--- src/rtl/vtp_pkg.sv ---
// Shared types and constants for the video timing / test pattern source.
// Optional feature macro: PATTERN_ANIM_EN (moving-box pattern).
package vtp_pkg;

    localparam int unsigned H_W = 11;
    localparam int unsigned V_W = 10;
    localparam int unsigned C_W = 8;

    // Default timing for the 480x272 panel
    localparam int unsigned DEF_H_ACTIVE = 480;
    localparam int unsigned DEF_H_FP     = 2;
    localparam int unsigned DEF_H_SYNC   = 41;
    localparam int unsigned DEF_H_BP     = 2;
    localparam int unsigned DEF_V_ACTIVE = 272;
    localparam int unsigned DEF_V_FP     = 2;
    localparam int unsigned DEF_V_SYNC   = 10;
    localparam int unsigned DEF_V_BP     = 2;
`ifdef PATTERN_ANIM_EN
    localparam int unsigned DEF_BOX_SIZE = 32;
`endif

    typedef enum logic [1:0] {
        PAT_BAR  = 2'd0,
        PAT_GRID = 2'd1,
        PAT_GRAD = 2'd2,
        PAT_BOX  = 2'd3
    } pattern_e;

    typedef struct packed {
        logic [C_W-1:0] r;
        logic [C_W-1:0] g;
        logic [C_W-1:0] b;
    } rgb_t;

    localparam rgb_t RGB_WHITE = 24'hFF_FF_FF;
    localparam rgb_t RGB_BLACK = 24'h00_00_00;

    // Colour bars, left to right
    localparam rgb_t BAR_TABLE [8] = '{
        24'hFF_FF_FF,   // white
        24'hFF_FF_00,   // yellow
        24'h00_FF_FF,   // cyan
        24'h00_FF_00,   // green
        24'hFF_00_FF,   // magenta
        24'hFF_00_00,   // red
        24'h00_00_FF,   // blue
        24'h00_00_00    // black
    };

    function automatic rgb_t bar_colour(input logic [2:0] idx);
        return BAR_TABLE[idx];
    endfunction

endpackage

--- src/rtl/video_timing_core.sv ---
// Panel timing generator: h/v counters, sync/enable decode, active coordinates
// and frame-start pulse, all registered one cycle after the counter state.
module video_timing_core
    import vtp_pkg::*;
#(
    parameter int unsigned H_ACTIVE = DEF_H_ACTIVE,
    parameter int unsigned H_FP     = DEF_H_FP,
    parameter int unsigned H_SYNC   = DEF_H_SYNC,
    parameter int unsigned H_BP     = DEF_H_BP,
    parameter int unsigned V_ACTIVE = DEF_V_ACTIVE,
    parameter int unsigned V_FP     = DEF_V_FP,
    parameter int unsigned V_SYNC   = DEF_V_SYNC,
    parameter int unsigned V_BP     = DEF_V_BP,
    parameter logic        HS_POL   = 1'b0,
    parameter logic        VS_POL   = 1'b0
) (
    input  logic           pclk,
    input  logic           rst_n,
    output logic [H_W-1:0] o_h_cnt_c,
    output logic [V_W-1:0] o_v_cnt_c,
    output logic           o_de_c,
    output logic           o_hs,
    output logic           o_vs,
    output logic           o_de,
    output logic [H_W-1:0] o_pix_x,
    output logic [V_W-1:0] o_pix_y,
    output logic           o_frame_start
);

    localparam int unsigned H_TOTAL  = H_ACTIVE + H_FP + H_SYNC + H_BP;
    localparam int unsigned V_TOTAL  = V_ACTIVE + V_FP + V_SYNC + V_BP;
    localparam int unsigned HS_START = H_ACTIVE + H_FP;
    localparam int unsigned HS_END   = HS_START + H_SYNC;
    localparam int unsigned VS_START = V_ACTIVE + V_FP;
    localparam int unsigned VS_END   = VS_START + V_SYNC;

    logic [H_W-1:0] r_h_cnt;
    logic [V_W-1:0] r_v_cnt;
    logic           r_hs;
    logic           r_vs;
    logic           r_de;
    logic [H_W-1:0] r_pix_x;
    logic [V_W-1:0] r_pix_y;
    logic           r_frame_start;

    logic w_h_last;
    logic w_v_last;
    logic w_hs_act;
    logic w_vs_act;
    logic w_de;
    logic w_first;

    // Decode the current counter state
    always_comb begin
        w_h_last = (r_h_cnt == H_W'(H_TOTAL - 1));
        w_v_last = (r_v_cnt == V_W'(V_TOTAL - 1));
        w_hs_act = (r_h_cnt >= H_W'(HS_START)) && (r_h_cnt < H_W'(HS_END));
        w_vs_act = (r_v_cnt >= V_W'(VS_START)) && (r_v_cnt < V_W'(VS_END));
        w_de     = (r_h_cnt < H_W'(H_ACTIVE)) && (r_v_cnt < V_W'(V_ACTIVE));
        w_first  = (r_h_cnt == '0) && (r_v_cnt == '0);
    end

    // Pixel and line counters; the line counter steps on pixel wrap
    always_ff @(posedge pclk or negedge rst_n) begin
        if (!rst_n) begin
            r_h_cnt <= '0;
            r_v_cnt <= '0;
        end else if (w_h_last) begin
            r_h_cnt <= '0;
            r_v_cnt <= w_v_last ? '0 : r_v_cnt + V_W'(1);
        end else begin
            r_h_cnt <= r_h_cnt + H_W'(1);
        end
    end

    // Registered timing outputs, one cycle behind the counters
    always_ff @(posedge pclk or negedge rst_n) begin
        if (!rst_n) begin
            r_hs          <= ~HS_POL;
            r_vs          <= ~VS_POL;
            r_de          <= 1'b0;
            r_pix_x       <= '0;
            r_pix_y       <= '0;
            r_frame_start <= 1'b0;
        end else begin
            r_hs          <= w_hs_act ? HS_POL : ~HS_POL;
            r_vs          <= w_vs_act ? VS_POL : ~VS_POL;
            r_de          <= w_de;
            r_pix_x       <= w_de ? r_h_cnt : '0;
            r_pix_y       <= w_de ? r_v_cnt : '0;
            r_frame_start <= w_first;
        end
    end

    assign o_h_cnt_c     = r_h_cnt;
    assign o_v_cnt_c     = r_v_cnt;
    assign o_de_c        = w_de;
    assign o_hs          = r_hs;
    assign o_vs          = r_vs;
    assign o_de          = r_de;
    assign o_pix_x       = r_pix_x;
    assign o_pix_y       = r_pix_y;
    assign o_frame_start = r_frame_start;

endmodule

--- src/rtl/video_timing_pattern.sv ---
// LCD source stage: panel timing plus four selectable test patterns.
// Optional feature macro: PATTERN_ANIM_EN (moving box; otherwise pattern 3 is mid-gray).
module video_timing_pattern
    import vtp_pkg::*;
#(
    parameter int unsigned H_ACTIVE = DEF_H_ACTIVE,
    parameter int unsigned H_FP     = DEF_H_FP,
    parameter int unsigned H_SYNC   = DEF_H_SYNC,
    parameter int unsigned H_BP     = DEF_H_BP,
    parameter int unsigned V_ACTIVE = DEF_V_ACTIVE,
    parameter int unsigned V_FP     = DEF_V_FP,
    parameter int unsigned V_SYNC   = DEF_V_SYNC,
    parameter int unsigned V_BP     = DEF_V_BP,
    parameter logic        HS_POL   = 1'b0,
    parameter logic        VS_POL   = 1'b0
`ifdef PATTERN_ANIM_EN
    ,
    parameter int unsigned BOX_SIZE = DEF_BOX_SIZE
`endif
) (
    input  logic             pclk,
    input  logic             rst_n,
    input  logic [1:0]       pattern_sel,
    output logic             hs,
    output logic             vs,
    output logic             de,
    output logic [C_W-1:0]   rgb_r,
    output logic [C_W-1:0]   rgb_g,
    output logic [C_W-1:0]   rgb_b,
    output logic [H_W-1:0]   pix_x,
    output logic [V_W-1:0]   pix_y,
    output logic             frame_start
);

    localparam int unsigned STRIPE_W = H_ACTIVE / 8;

    logic [H_W-1:0] w_h;
    logic [V_W-1:0] w_v;
    logic           w_de_c;
    logic           w_first_c;
    pattern_e       w_pat;
    pattern_e       r_pat;
    logic [2:0]     w_stripe;
    rgb_t           w_rgb;
    rgb_t           r_rgb;

    video_timing_core #(
        .H_ACTIVE (H_ACTIVE),
        .H_FP     (H_FP),
        .H_SYNC   (H_SYNC),
        .H_BP     (H_BP),
        .V_ACTIVE (V_ACTIVE),
        .V_FP     (V_FP),
        .V_SYNC   (V_SYNC),
        .V_BP     (V_BP),
        .HS_POL   (HS_POL),
        .VS_POL   (VS_POL)
    ) u_core (
        .pclk          (pclk),
        .rst_n         (rst_n),
        .o_h_cnt_c     (w_h),
        .o_v_cnt_c     (w_v),
        .o_de_c        (w_de_c),
        .o_hs          (hs),
        .o_vs          (vs),
        .o_de          (de),
        .o_pix_x       (pix_x),
        .o_pix_y       (pix_y),
        .o_frame_start (frame_start)
    );

    // The first pixel of a frame uses the live selector so the whole frame is consistent
    always_comb begin
        w_first_c = (w_h == '0) && (w_v == '0);
        w_pat     = w_first_c ? pattern_e'(pattern_sel) : r_pat;
    end

    // Pattern latch, sampled once per frame at (0,0)
    always_ff @(posedge pclk or negedge rst_n) begin
        if (!rst_n) begin
            r_pat <= PAT_BAR;
        end else if (w_first_c) begin
            r_pat <= pattern_e'(pattern_sel);
        end
    end

    // Colour-bar stripe index from constant boundaries, saturating at 7
    always_comb begin
        w_stripe = 3'd0;
        for (int unsigned k = 1; k < 8; k++) begin
            if (w_h >= H_W'(k * STRIPE_W)) begin
                w_stripe = 3'(k);
            end
        end
    end

`ifdef PATTERN_ANIM_EN
    localparam int unsigned H_TOTAL = H_ACTIVE + H_FP + H_SYNC + H_BP;
    localparam int unsigned V_TOTAL = V_ACTIVE + V_FP + V_SYNC + V_BP;
    localparam int unsigned BX_MAX  = H_ACTIVE - BOX_SIZE;
    localparam int unsigned BY_MAX  = V_ACTIVE - BOX_SIZE;

    logic [H_W-1:0] r_bx;
    logic [V_W-1:0] r_by;
    logic           r_dx;
    logic           r_dy;
    logic [H_W-1:0] w_bx_nxt;
    logic [V_W-1:0] w_by_nxt;
    logic           w_dx_nxt;
    logic           w_dy_nxt;
    logic           w_frame_end_c;
    logic           w_in_box;

    // Bounce step per axis: flip at the limit and step the new way
    always_comb begin
        w_frame_end_c = (w_h == H_W'(H_TOTAL - 1)) && (w_v == V_W'(V_TOTAL - 1));
        w_bx_nxt = r_bx;
        w_dx_nxt = r_dx;
        w_by_nxt = r_by;
        w_dy_nxt = r_dy;
        if (r_dx) begin
            if (r_bx >= H_W'(BX_MAX)) begin
                w_dx_nxt = 1'b0;
                w_bx_nxt = r_bx - H_W'(1);
            end else begin
                w_bx_nxt = r_bx + H_W'(1);
            end
        end else begin
            if (r_bx == '0) begin
                w_dx_nxt = 1'b1;
                w_bx_nxt = r_bx + H_W'(1);
            end else begin
                w_bx_nxt = r_bx - H_W'(1);
            end
        end
        if (r_dy) begin
            if (r_by >= V_W'(BY_MAX)) begin
                w_dy_nxt = 1'b0;
                w_by_nxt = r_by - V_W'(1);
            end else begin
                w_by_nxt = r_by + V_W'(1);
            end
        end else begin
            if (r_by == '0) begin
                w_dy_nxt = 1'b1;
                w_by_nxt = r_by + V_W'(1);
            end else begin
                w_by_nxt = r_by - V_W'(1);
            end
        end
        w_in_box = (w_h >= r_bx) && (w_h < r_bx + H_W'(BOX_SIZE)) &&
                   (w_v >= r_by) && (w_v < r_by + V_W'(BOX_SIZE));
    end

    // Box position moves only on the last blanking cycle of a frame
    always_ff @(posedge pclk or negedge rst_n) begin
        if (!rst_n) begin
            r_bx <= '0;
            r_by <= '0;
            r_dx <= 1'b1;
            r_dy <= 1'b1;
        end else if (w_frame_end_c) begin
            r_bx <= w_bx_nxt;
            r_by <= w_by_nxt;
            r_dx <= w_dx_nxt;
            r_dy <= w_dy_nxt;
        end
    end
`endif

    // Pattern colour for the current counter position
    always_comb begin
        w_rgb = RGB_BLACK;
        case (w_pat)
            PAT_BAR: w_rgb = bar_colour(w_stripe);
            PAT_GRID: begin
                if ((w_h[3:0] == 4'd0) || (w_v[3:0] == 4'd0)) begin
                    w_rgb = RGB_WHITE;
                end
            end
            PAT_GRAD: begin
                w_rgb.r = w_h[8:1];
                w_rgb.g = w_v[8:1];
                w_rgb.b = 8'h80;
            end
            PAT_BOX: begin
`ifdef PATTERN_ANIM_EN
                w_rgb = w_in_box ? RGB_WHITE : rgb_t'(24'h00_00_40);
`else
                w_rgb = rgb_t'(24'h80_80_80);
`endif
            end
        endcase
    end

    // Registered colour, blanked outside active video
    always_ff @(posedge pclk or negedge rst_n) begin
        if (!rst_n) begin
            r_rgb <= RGB_BLACK;
        end else begin
            r_rgb <= w_de_c ? w_rgb : RGB_BLACK;
        end
    end

    assign rgb_r = r_rgb.r;
    assign rgb_g = r_rgb.g;
    assign rgb_b = r_rgb.b;

endmodule
--- config.mk ---
export PLATFORM = sky130hd
export DESIGN_NAME = video_timing_pattern
export DESIGN_NICKNAME = d
export VERILOG_FILES = /design/src/rtl/vtp_pkg.sv /design/src/rtl/video_timing_core.sv /design/src/rtl/video_timing_pattern.sv
export SDC_FILE = /design/constraint.sdc
export NUM_CORES = 1
export LEC_CHECK = 0
export CORE_UTILIZATION = 33
export DETAILED_ROUTE_END_ITERATION = 7
export PLACE_DENSITY = 0.55
export SYNTH_ARGS = -nofsm -noshare
export SYNTH_HDL_FRONTEND = slang
export SYNTH_SLANG_ARGS = --single-unit
--- constraint.sdc ---
create_clock -name pclk -period 5 [get_ports pclk]
set_input_delay 1.25 -clock pclk [delete_from_list [all_inputs] [get_ports pclk]]
set_output_delay 1.25 -clock pclk [all_outputs]
set_load 0.02 [all_outputs]
==> results of run 1 <==
critical path: stages (launching register included):
cell	delay, ps
dfrtp_1	450
inv_1	130
ha_1	140
nor3b_2	310
nand4_1	270
o21ai_1	850
nand3_1	280
a21oi_4	200
per-layer routing:
metal  global-route usage (%)  wire, um  vias to the layer above
met5                        0         0                        -
met4                     6.02        96                        0
met3                     4.02       272                       10
met2                     25.0      3360                       48
met1                     18.4      3140                     1130
li1                         -         -                     1112
final timing paths:
| kind | slack [ps] | endpoint | cells past startpoint | startpoint |
|---|---|---|---|---|
| max | 2300 | rgb_g[4]$_DFF_PN0_ | 7 | u_core.o_v_cnt_c[1]$_DFFE_PN0N_ |
| min | 500 | u_core.o_v_cnt_c[9]$_DFFE_PN0N_ | 1 | u_core.o_v_cnt_c[9]$_DFFE_PN0N_ |
| max reg2reg | 2300 | rgb_g[4]$_DFF_PN0_ | 7 | u_core.o_v_cnt_c[1]$_DFFE_PN0N_ |
| min reg2reg | 500 | u_core.o_v_cnt_c[9]$_DFFE_PN0N_ | 1 | u_core.o_v_cnt_c[9]$_DFFE_PN0N_ |
| max in group asynchronous | 3090 | u_core.o_vs$_DFF_PN1_ | 2 | rst_n |
| min in group asynchronous | 990 | u_core.o_de$_DFF_PN0_ | 1 | rst_n |
power by group:
part / internal (W) / switching [W]
sequential: 0.000543 / 0.00000424
clock: 0.000255 / 0.000200
combinational: 0.0000261 / 0.0000375
cell usage in the layout, fill, tap and decap left out, drive strengths merged, types with 4 or more instances in the layout:
cell and instances:
a2111oi 4, a21oi 23, and2 19, and3 4
clkbuf 11, clkdlybuf4s50 51, dfrtp 64, ha 7
inv 7, nand2 12, nand3 20, nand4 10
nor2 16, nor3 4, nor3b 5, nor4 4
o21ai 12, xnor2 9
cells by family after synthesis:
logic type,Yosys count,synth area share [%]
DFF,66,51.2
xor gates and xnor gates,12,3.25
AOI/OAI and AO/OA,56,13.5
adders and majority gates,7,2.71
and+or+nand+nor,117,22.0
buffers and inverters,32,7.17
other,1,0.116
registers in the layout, indices dropped and copies added, names as in the netlist, 2 cells and up:
name              cells
rgb_b                 2
u_core.o_pix_x       11
rgb_g                 8
r_pat                 2
rgb_r                 8
u_core.o_pix_y       10
u_core.o_v_cnt_c     10
u_core.o_h_cnt_c     11
through the flow:
step | cells | utilization, % | cell area [um2]
after global routing | 467 | 41.9 | 3930
final | 467 | 41.9 | 3930
after global placement | 451 | 39.7 | 3720
after CTS | 467 | 41.9 | 3930
after detailed placement | 451 | 39.7 | 3720
after floorplan | 293 | - | 3240
final cells by class:
type	count	area share (%)
clock buffer	11	3.85
timing repair buffer	54	13.5
tap	129	4.11
clock inverter	5	1.34
inverter	7	0.669
multi-input combinational	195	34.4
sequential	66	42.1
==> run summary, run 1 <==
Worst Path Required = 5270 ps
Average vias per placed instance = 4.93
DPL Wire Length = 4.85 mm
Setup Slack @ Placement = 2010 ps
Period minus WS final = 2700 ps
HP Class = reg2reg
Final period utilization = 54.1%
Share of flip-flops with an asynchronous set or reset = 100%
Synth top area cells = dfrtp_1 50%, and2_1 3.7%, nand3_1 3.1%, clkbuf_8 3.0%, a21oi_2 2.7%
List of most frequent post-synthesis cells = 64 x dfrtp_1, 20 x nand3_1, 19 x and2_1
Final clock skew = 5.17 ps
Hold Fails Final Rpt = 0
Area growth syn-to-layout = 21.6%
Power Total = 0.00106 W
Port Buffers = 52
Final setup margin = 2300 ps
Clk buf depth = 2
CTS tree = done
Hold buffers post-CTS = 0
Yosys warning total = 0
Final Wtd Congestion = 0.833
Register Area = 0.00165 mm2
Routed Antenna Nets = 0
CP Class = reg2reg
Setup violators final = 0
Clk root buf = clkbuf_8
Die width = 101 um
VDD IR-drop max = 0.143 mV
Yosys cell types = 60
Pwr Density = 271 mW/mm2
Area of the mapped netlist = 0.00323 mm2
Vias in the first global route = 2276
H-tree levels = 3
Post-DR wirelength/cell = 14.7 um
TNS Setup = 0 ps
Die footprint = 0.0102 mm2
Initial Util = 34.5%
GRT overflow = 0
Data arrival, critical path = 2970 ps
Drt first pass iters = 4
Post-synth EDFFs = 0
Largest area contributor in the netlist = dfrtp_1
Row cnt = 35
Synth Flop Type = dfrtp_1
Yosys top cell area share = 49.6%
#FFs+latches synth = 66
Area of the multi-input gates = 0.00135 mm2
Initial antenna violation count = 0
CORE AREA = 0.00937 mm2
Slew HR = 28.2%
Share of cells above drive strength 1 = 13.3%
Drc violations = 0
Crit start category = flip-flop
Clock Pin Slew Worst Setup and Hold Paths = 70 ps
Maxcap violations = 0
Avg Inst Size Synth = 11.1 um2
Min Hold Slack = 504 ps
CP Capture Type = flip-flop
RSZ-0062 raised after global routing = false
Top-count cell post-synth = dfrtp_1
Final Slew Violations = 0
Sequential element share of the synthesized area = 51.2%
Vias = 2300
Post-CTS Resized = 0
Worst slew pin tran = 1050 ps
# fillers = 936
GRT Overall Usage = 15.0%
Outcome = complete, no violations
Synth Instances = 291
Total CTS buffers = 9
CP Max Fanout = 15
Largest net degree at the start of global routing = 39
Clk_lat worst skew = 340 ps
Post-Route WL = 6.87 mm
Ant diodes = 0
Post-CTS Setup Bufs = 0
# clock sinks = 66
Die Y = 101 um
Drt first-iter violations = 85
Ports = 53
Leakage power = 1.59 nW
Global-route wire length before repair = 11.6 mm
FMAX = 370 MHz
Final #Nets = 344
(Power assumes the default switching activity.)
==> inputs of run 2 (changes only) <==
==> constraint.sdc (replaced) <==
create_clock -name pclk -period 2.5 [get_ports pclk]
set_input_delay 0.625 -clock pclk [delete_from_list [all_inputs] [get_ports pclk]]
set_output_delay 0.625 -clock pclk [all_outputs]
set_load 0.02 [all_outputs]
==> run 2 against run 1 <==
Against the previous run:
- critical path depth is the same
- flip-flop and latch count is the same
- global-route usage grew 0.33 points
- utilization grew 1.4 points
- fmax grew 20%
- die area is the same
- first-iteration DRC count grew 24%
- sequential share of layout area shrank 1.3 points
- hold slack lost 210 ps
- register-to-register slack lost 2100 ps
- critical path type unchanged
- critical endpoint is now rgb_g[7]$_DFF_PN0_
- largest cell class unchanged
==> run summary, run 2 (synthesis results as in run 1) <==
Outcome = complete, no violations (unchanged)
# clock sinks = 66 (unchanged)
Final period utilization = 90.3% (was 54.1%)
Post-DR wirelength/cell = 14.2 um (was 14.7 um)
Drc violations = 0 (unchanged)
Final setup margin = 244 ps (was 2300 ps)
# fillers = 942 (was 936)
Period minus WS final = 2260 ps (was 2700 ps)
CTS tree = done (unchanged)
H-tree levels = 3 (unchanged)
Commonest non-fill, non-tap cell in the layout = dfrtp_1 (unchanged)
Worst Path Required = 2700 ps (was 5270 ps)
Top delay family on crit path = compound AO/OA/AOI/OAI gates (unchanged)
Row cnt = 35 (unchanged)
Setup violators final = 0 (unchanged)
Routed Antenna Nets = 0 (unchanged)
Crit path largest cell delay = 460 ps (was 850 ps)
Slew HR = 65.1% (was 28.2%)
Setup Slack @ Placement = 249 ps (was 2010 ps)
GRT overflow = 0 (unchanged)
Slowest CP cell = o41a_1 (was o21ai_1)
Vias = 2386 (was 2300)
Clk buf depth = 2 (unchanged)
Worst slew pin tran = 520 ps (was 1050 ps)
Share of cells above drive strength 1 = 17.8% (was 13.3%)
Ant diodes = 0 (unchanged)
CORE AREA = 0.00937 mm2 (unchanged)
Hold buffers post-CTS = 0 (unchanged)
Die width = 101 um (unchanged)
VDD IR-drop max = 0.329 mV (was 0.143 mV)
Stages on worst setup path = 7 (unchanged)
Reg2Reg Setup Slack = 240 ps (was 2300 ps)
Die Y = 101 um (unchanged)
Largest net degree at the start of global routing = 67 (was 39)
Data arrival, critical path = 2450 ps (was 2970 ps)
Area growth syn-to-layout = 25.6% (was 21.6%)
Initial Util = 34.5% (unchanged)
Post-CTS Resized = 0 (unchanged)
CP Class = reg2reg (unchanged)
Global-route wire length before repair = 11.9 mm (was 11.6 mm)
GRT Overall Usage = 15.3% (was 15.0%)
Average vias per placed instance = 4.88 (was 4.93)
Pwr Density = 485 mW/mm2 (was 271 mW/mm2)
Ports = 53 (unchanged)
CP Cell Sequence = inv_1 -> ha_1 -> nor3b_2 -> nand4_1 -> o41a_1 -> a22oi_4 -> a2111oi_1 (was inv_1 -> ha_1 -> nor3b_2 -> nand4_1 -> o21ai_1 -> nand3_1 -> a21oi_4)
Hold Fails Final Rpt = 0 (unchanged)
Port Buffers = 52 (unchanged)
HP Class = in2async (was reg2reg)
Final Slew Violations = 0 (unchanged)
Drt first pass iters = 4 (unchanged)
Maxcap violations = 0 (unchanged)
Area of the multi-input gates = 0.00135 mm2 (unchanged)
CP Buf/Inv Count = 1 (unchanged)
Final clock skew = 6.40 ps (was 5.17 ps)
Post-Route WL = 6.96 mm (was 6.87 mm)
RSZ-0062 raised after global routing = false (unchanged)
DPL Wire Length = 4.88 mm (was 4.85 mm)
Dpl cells = 473 (was 451)
Vias in the first global route = 2401 (was 2276)
FMAX = 443 MHz (was 370 MHz)
Drt first-iter violations = 105 (was 85)
Final Wtd Congestion = 0.844 (was 0.833)
Die footprint = 0.0102 mm2 (unchanged)
Final #Nets = 366 (was 344)
Clock Pin Slew Worst Setup and Hold Paths = 70 ps (about the same)
Crit start category = flip-flop (unchanged)
Clk_lat worst skew = 340 ps (about the same)
Non-Filler Instances = 489 (was 467)
Initial antenna violation count = 0 (unchanged)
CP Max Fanout = 8 (was 15)
CP Capture Type = flip-flop (unchanged)
Clk root buf = clkbuf_8 (unchanged)
Reg2reg path depth = 7 (unchanged)
Post-CTS Setup Bufs = 0 (unchanged)
Total CTS buffers = 9 (unchanged)
Leakage power = 1.69 nW (was 1.59 nW)
Register Area = 0.00165 mm2 (unchanged)
TNS Setup = 0 ps (unchanged)
Most frequent cells in the layout = 64 x dfrtp_1, 51 x clkdlybuf4s50_1, 23 x buf_4, 20 x nand3_1, 19 x and2_1 (was 64 x dfrtp_1, 51 x clkdlybuf4s50_1, 20 x nand3_1, 19 x and2_1, 16 x nor2_1)
-- run 2: worst reg2reg max path, delay by kind of cell, from the launching register on --
| kind | cells | cell delay, ps |
|---|---|---|
| AO/OA/AOI/OAI | 3 | 910 |
| AND/OR/NAND/NOR | 2 | 500 |
| flip-flops | 1 | 450 |
| adder cells (fa/ha/maj) | 1 | 140 |
| buffers and inverters | 1 | 120 |
-- run 2: where the power goes --
part | total (W) | internal, W | switching (W) | leakage, nW
Combinational | 0.000134 | 0.0000582 | 0.0000759 | 0.778
Clock | 0.000740 | 0.000354 | 0.000387 | 0.0839
Sequential | 0.00109 | 0.00109 | 0.00000803 | 0.824
Total | 0.00197 | 0.00150 | 0.000471 | 1.69
-- run 2: per-layer routing --
layer	vias up	part of all wire (%)	track usage [%]
met4	0	0.96	4.01
met1	1159	45	19.6
met2	64	48	24.9
li1	1156	-	-
met5	-	0	0
met3	7	5.7	5.13
-- run 2: layout make-up --
type | instances | share of cell area (%)
clock inverters | 4 | 0.494
inverters | 7 | 0.648
clock buffers | 12 | 3.33
multi-input cells | 195 | 33.3
repair buffers | 76 | 17.5
well taps | 129 | 3.98
flip-flops and latches | 66 | 40.8
-- run 2: path summary, 6_finish.rpt --
kind,from,endpoint
worst min-delay path,rst_n,u_core.o_h_cnt_c[10]$_DFF_PN0_
min in group pclk,u_core.o_v_cnt_c[9]$_DFFE_PN0N_,u_core.o_v_cnt_c[9]$_DFFE_PN0N_
worst min register to register,u_core.o_v_cnt_c[9]$_DFFE_PN0N_,u_core.o_v_cnt_c[9]$_DFFE_PN0N_
worst max register to register,u_core.o_v_cnt_c[0]$_DFFE_PN0N_,rgb_g[7]$_DFF_PN0_
worst max-delay path,u_core.o_v_cnt_c[0]$_DFFE_PN0N_,rgb_g[7]$_DFF_PN0_
max in group asynchronous,rst_n,u_core.o_vs$_DFF_PN1_
-- run 2: through the flow --
stage / hold slack (ps) / utilization, % / area [um2] / power, W
floorplan: 329 / - / 3240 / 0.00118
global placement: 477 / 41.6 / 3900 / 0.00125
detailed placement: 491 / 41.6 / 3900 / 0.00125
CTS: 296 / 43.3 / 4060 / 0.00201
global route: 317 / 43.3 / 4060 / 0.00206
finish: 294 / 43.3 / 4060 / 0.00197
==> inputs of run 3 (changes only) <==
--- a/config.mk
+++ b/config.mk
@@ -5,9 +5,11 @@
 export SDC_FILE = /design/constraint.sdc
 export NUM_CORES = 1
 export LEC_CHECK = 0
+export CELL_PAD_IN_SITES_DETAIL_PLACEMENT = 2
+export CELL_PAD_IN_SITES_GLOBAL_PLACEMENT = 2
 export CORE_UTILIZATION = 33
 export DETAILED_ROUTE_END_ITERATION = 7
-export PLACE_DENSITY = 0.55
+export PLACE_DENSITY = 0.77
 export SYNTH_ARGS = -nofsm -noshare
 export SYNTH_HDL_FRONTEND = slang
 export SYNTH_SLANG_ARGS = --single-unit
==> run 3 against run 2 <==
Against the previous run:
- hold slack worse by 9.8 ps
- fmax shrank 2.2%
- register-to-register slack got worse by 50 ps
- clock power rose by 65%
- combinational power increased by 4%
- cell area grew 3.8%
- total power up 25%
- sequential power about the same
- first-iteration DRC count shrank 30%
- largest power group is now the clock network
- highest routed layer unchanged
==> run summary, run 3 (synthesis results as in run 1) <==
Reg2reg path depth = 6 (was 7)
GRT Overall Usage = 20.1% (was 15.3%)
Post-Route WL = 9.43 mm (was 6.96 mm)
VDD IR-drop max = 0.263 mV (was 0.329 mV)
Ports = 53 (unchanged)
Vias = 2581 (was 2386)
Layout Cell Area excl Fill = 0.00421 mm2 (was 0.00406 mm2)
Initial Util = 34.5% (unchanged)
Die footprint = 0.0102 mm2 (unchanged)
HP Class = in2async (unchanged)
Clock Pin Slew Worst Setup and Hold Paths = 70 ps (about the same)
Maxcap violations = 0 (unchanged)
Final clock skew = 9.52 ps (was 6.40 ps)
CP Max Fanout = 16 (was 8)
TNS Setup = 0 ps (unchanged)
Die Y = 101 um (unchanged)
Worst Path Required = 2710 ps (was 2700 ps)
CP Capture Type = flip-flop (unchanged)
Clk root buf = clkbuf_8 (unchanged)
Leakage power = 1.76 nW (was 1.69 nW)
Commonest non-fill, non-tap cell in the layout = dfrtp_1 (unchanged)
Clock power share = 49.8% (was 37.6%)
Clk_lat worst skew = 350 ps (was 340 ps)
Outcome = complete, no violations (unchanged)
Port Buffers = 52 (unchanged)
Clk buf depth = 2 (unchanged)
CTS tree = done (unchanged)
Worst slew pin tran = 563 ps (was 520 ps)
Drc violations = 0 (unchanged)
Largest net degree at the start of global routing = 67 (unchanged)
Hold Fails Final Rpt = 0 (unchanged)
# clock sinks = 66 (unchanged)
DPL Wire Length = 6.49 mm (was 4.88 mm)
Final Slew Violations = 0 (unchanged)
Global-route wire length before repair = 15.3 mm (was 11.9 mm)
Final period utilization = 92.3% (was 90.3%)
Slew HR = 61.5% (was 65.1%)
Ant diodes = 0 (unchanged)
Initial antenna violation count = 0 (unchanged)
Switch Pwr = 0.000523 W (was 0.000471 W)
CP Cell Sequence = and3_1 -> a2111oi_0 -> buf_4 -> a22oi_4 -> buf_12 -> a2111oi_1 (was inv_1 -> ha_1 -> nor3b_2 -> nand4_1 -> o41a_1 -> a22oi_4 -> a2111oi_1)
Pwr Density = 583 mW/mm2 (was 485 mW/mm2)
Setup violators final = 0 (unchanged)
CORE AREA = 0.00937 mm2 (unchanged)
Average vias per placed instance = 5.25 (was 4.88)
Final Wtd Congestion = 0.822 (was 0.844)
CP Class = reg2reg (unchanged)
P_int = 0.00193 W (was 0.00150 W)
Post-DR wirelength/cell = 19.2 um (was 14.2 um)
Share of cells above drive strength 1 = 19.0% (was 17.8%)
Reg power frac = 44.6% (was 55.6%)
Data arrival, critical path = 2520 ps (was 2450 ps)
Period minus WS final = 2310 ps (was 2260 ps)
Slowest CP cell = dfrtp_1 (was o41a_1)
Final #Nets = 369 (was 366)
FMAX = 433 MHz (was 443 MHz)
Most frequent cells in the layout = 64 x dfrtp_1, 51 x clkdlybuf4s50_1, 25 x buf_4, 20 x nand3_1, 19 x and2_1 (was 64 x dfrtp_1, 51 x clkdlybuf4s50_1, 23 x buf_4, 20 x nand3_1, 19 x and2_1)
Drt first-iter violations = 73 (was 105)
Crit path largest cell delay = 590 ps (was 460 ps)
Crit start category = flip-flop (unchanged)
Combinational Power Share = 5.7% (was 6.8%)
Switch share = 21.3% (was 23.9%)
Die width = 101 um (unchanged)
Vias in the first global route = 2868 (was 2401)
Row cnt = 35 (unchanged)
GRT overflow = 0 (unchanged)
Drt first pass iters = 6 (was 4)
H-tree levels = 3 (unchanged)
Area growth syn-to-layout = 30.4% (was 25.6%)
Total CTS buffers = 9 (unchanged)
Routed Antenna Nets = 0 (unchanged)
Post-place instance area = 0.00392 mm2 (was 0.00390 mm2)
[run 3: cell count changes in the layout (fill, tap and decap cells not counted), sizes merged]
cell,change
clkbuf,-1
bufinv,+4
buf,+3
clkinv,-3
[run 3: worst paths after layout]
path                                                 start                         endpoint  slack (ps)
max                          u_core.o_h_cnt_c[5]$_DFF_PN0_               rgb_g[7]$_DFF_PN0_         190
min reg2reg                u_core.o_v_cnt_c[9]$_DFFE_PN0N_  u_core.o_v_cnt_c[9]$_DFFE_PN0N_         500
min in group pclk          u_core.o_v_cnt_c[9]$_DFFE_PN0N_  u_core.o_v_cnt_c[9]$_DFFE_PN0N_         500
max in group asynchronous                            rst_n            u_core.o_vs$_DFF_PN1_        1880
max reg2reg                  u_core.o_h_cnt_c[5]$_DFF_PN0_               rgb_g[7]$_DFF_PN0_         190
min                                                  rst_n      u_core.o_pix_x[2]$_DFF_PN0_         280
[run 3: power groups by stage]
stage                     registers, W  clock network, W  logic [W]
final                          0.00109           0.00122   0.000139
after global placement         0.00111                 0   0.000137
after global routing           0.00110           0.00129   0.000150
after CTS                      0.00109           0.00125   0.000141
after floorplan                0.00113                 0  0.0000428
after detailed placement       0.00112                 0   0.000141
[run 3: metal layers]
metal	up-vias	routed length, um	GRT usage (%)	share of wire, %
li1	1153	-	-	-
met1	1355	4070	23.3	43
met2	53	4900	35.9	52
met3	20	251	4.30	2.7
met4	0	206	8.47	2.2
met5	-	0	0	0
[run 3: timing repair]
action / 4_1_cts / 5_1_grt
endpoints found under the setup margin: 0 / 9
setup buffers: 0 / 1
hold buffers: 0 / 0
resized for setup: 0 / 1
[run 3: stage by stage]
step           instances  worst slack (ps)  hold slack [ps]  power, W  utilization, %
2_1_floorplan        293              97.3              329   0.00118               -
3_3_place_gp         475               245              481   0.00125            41.8
3_5_place_dp         475               149              488   0.00126            41.8
4_1_cts              491              90.4              296   0.00249            44.6
5_1_grt              492             -3.94              306   0.00254            44.9
6_report             492               192              284   0.00246            44.9
[run 3: critical path: cells and delay by family (launching register included)]
kind / cells / cell delay, ps
flip-flops: 1 / 590
AND/OR/NAND/NOR: 1 / 290
AO/OA/AOI/OAI: 3 / 910
buffers and inverters: 2 / 370
[run 3: layout make-up]
type | instances | area [um2]
clock buffers | 11 | 141
clock inverters | 5 | 125
fillers | 992 | 5160
inverters | 7 | 26.3
multi-input cells | 195 | 1360
flip-flops and latches | 66 | 1650
well taps | 129 | 161
repair buffers | 79 | 743
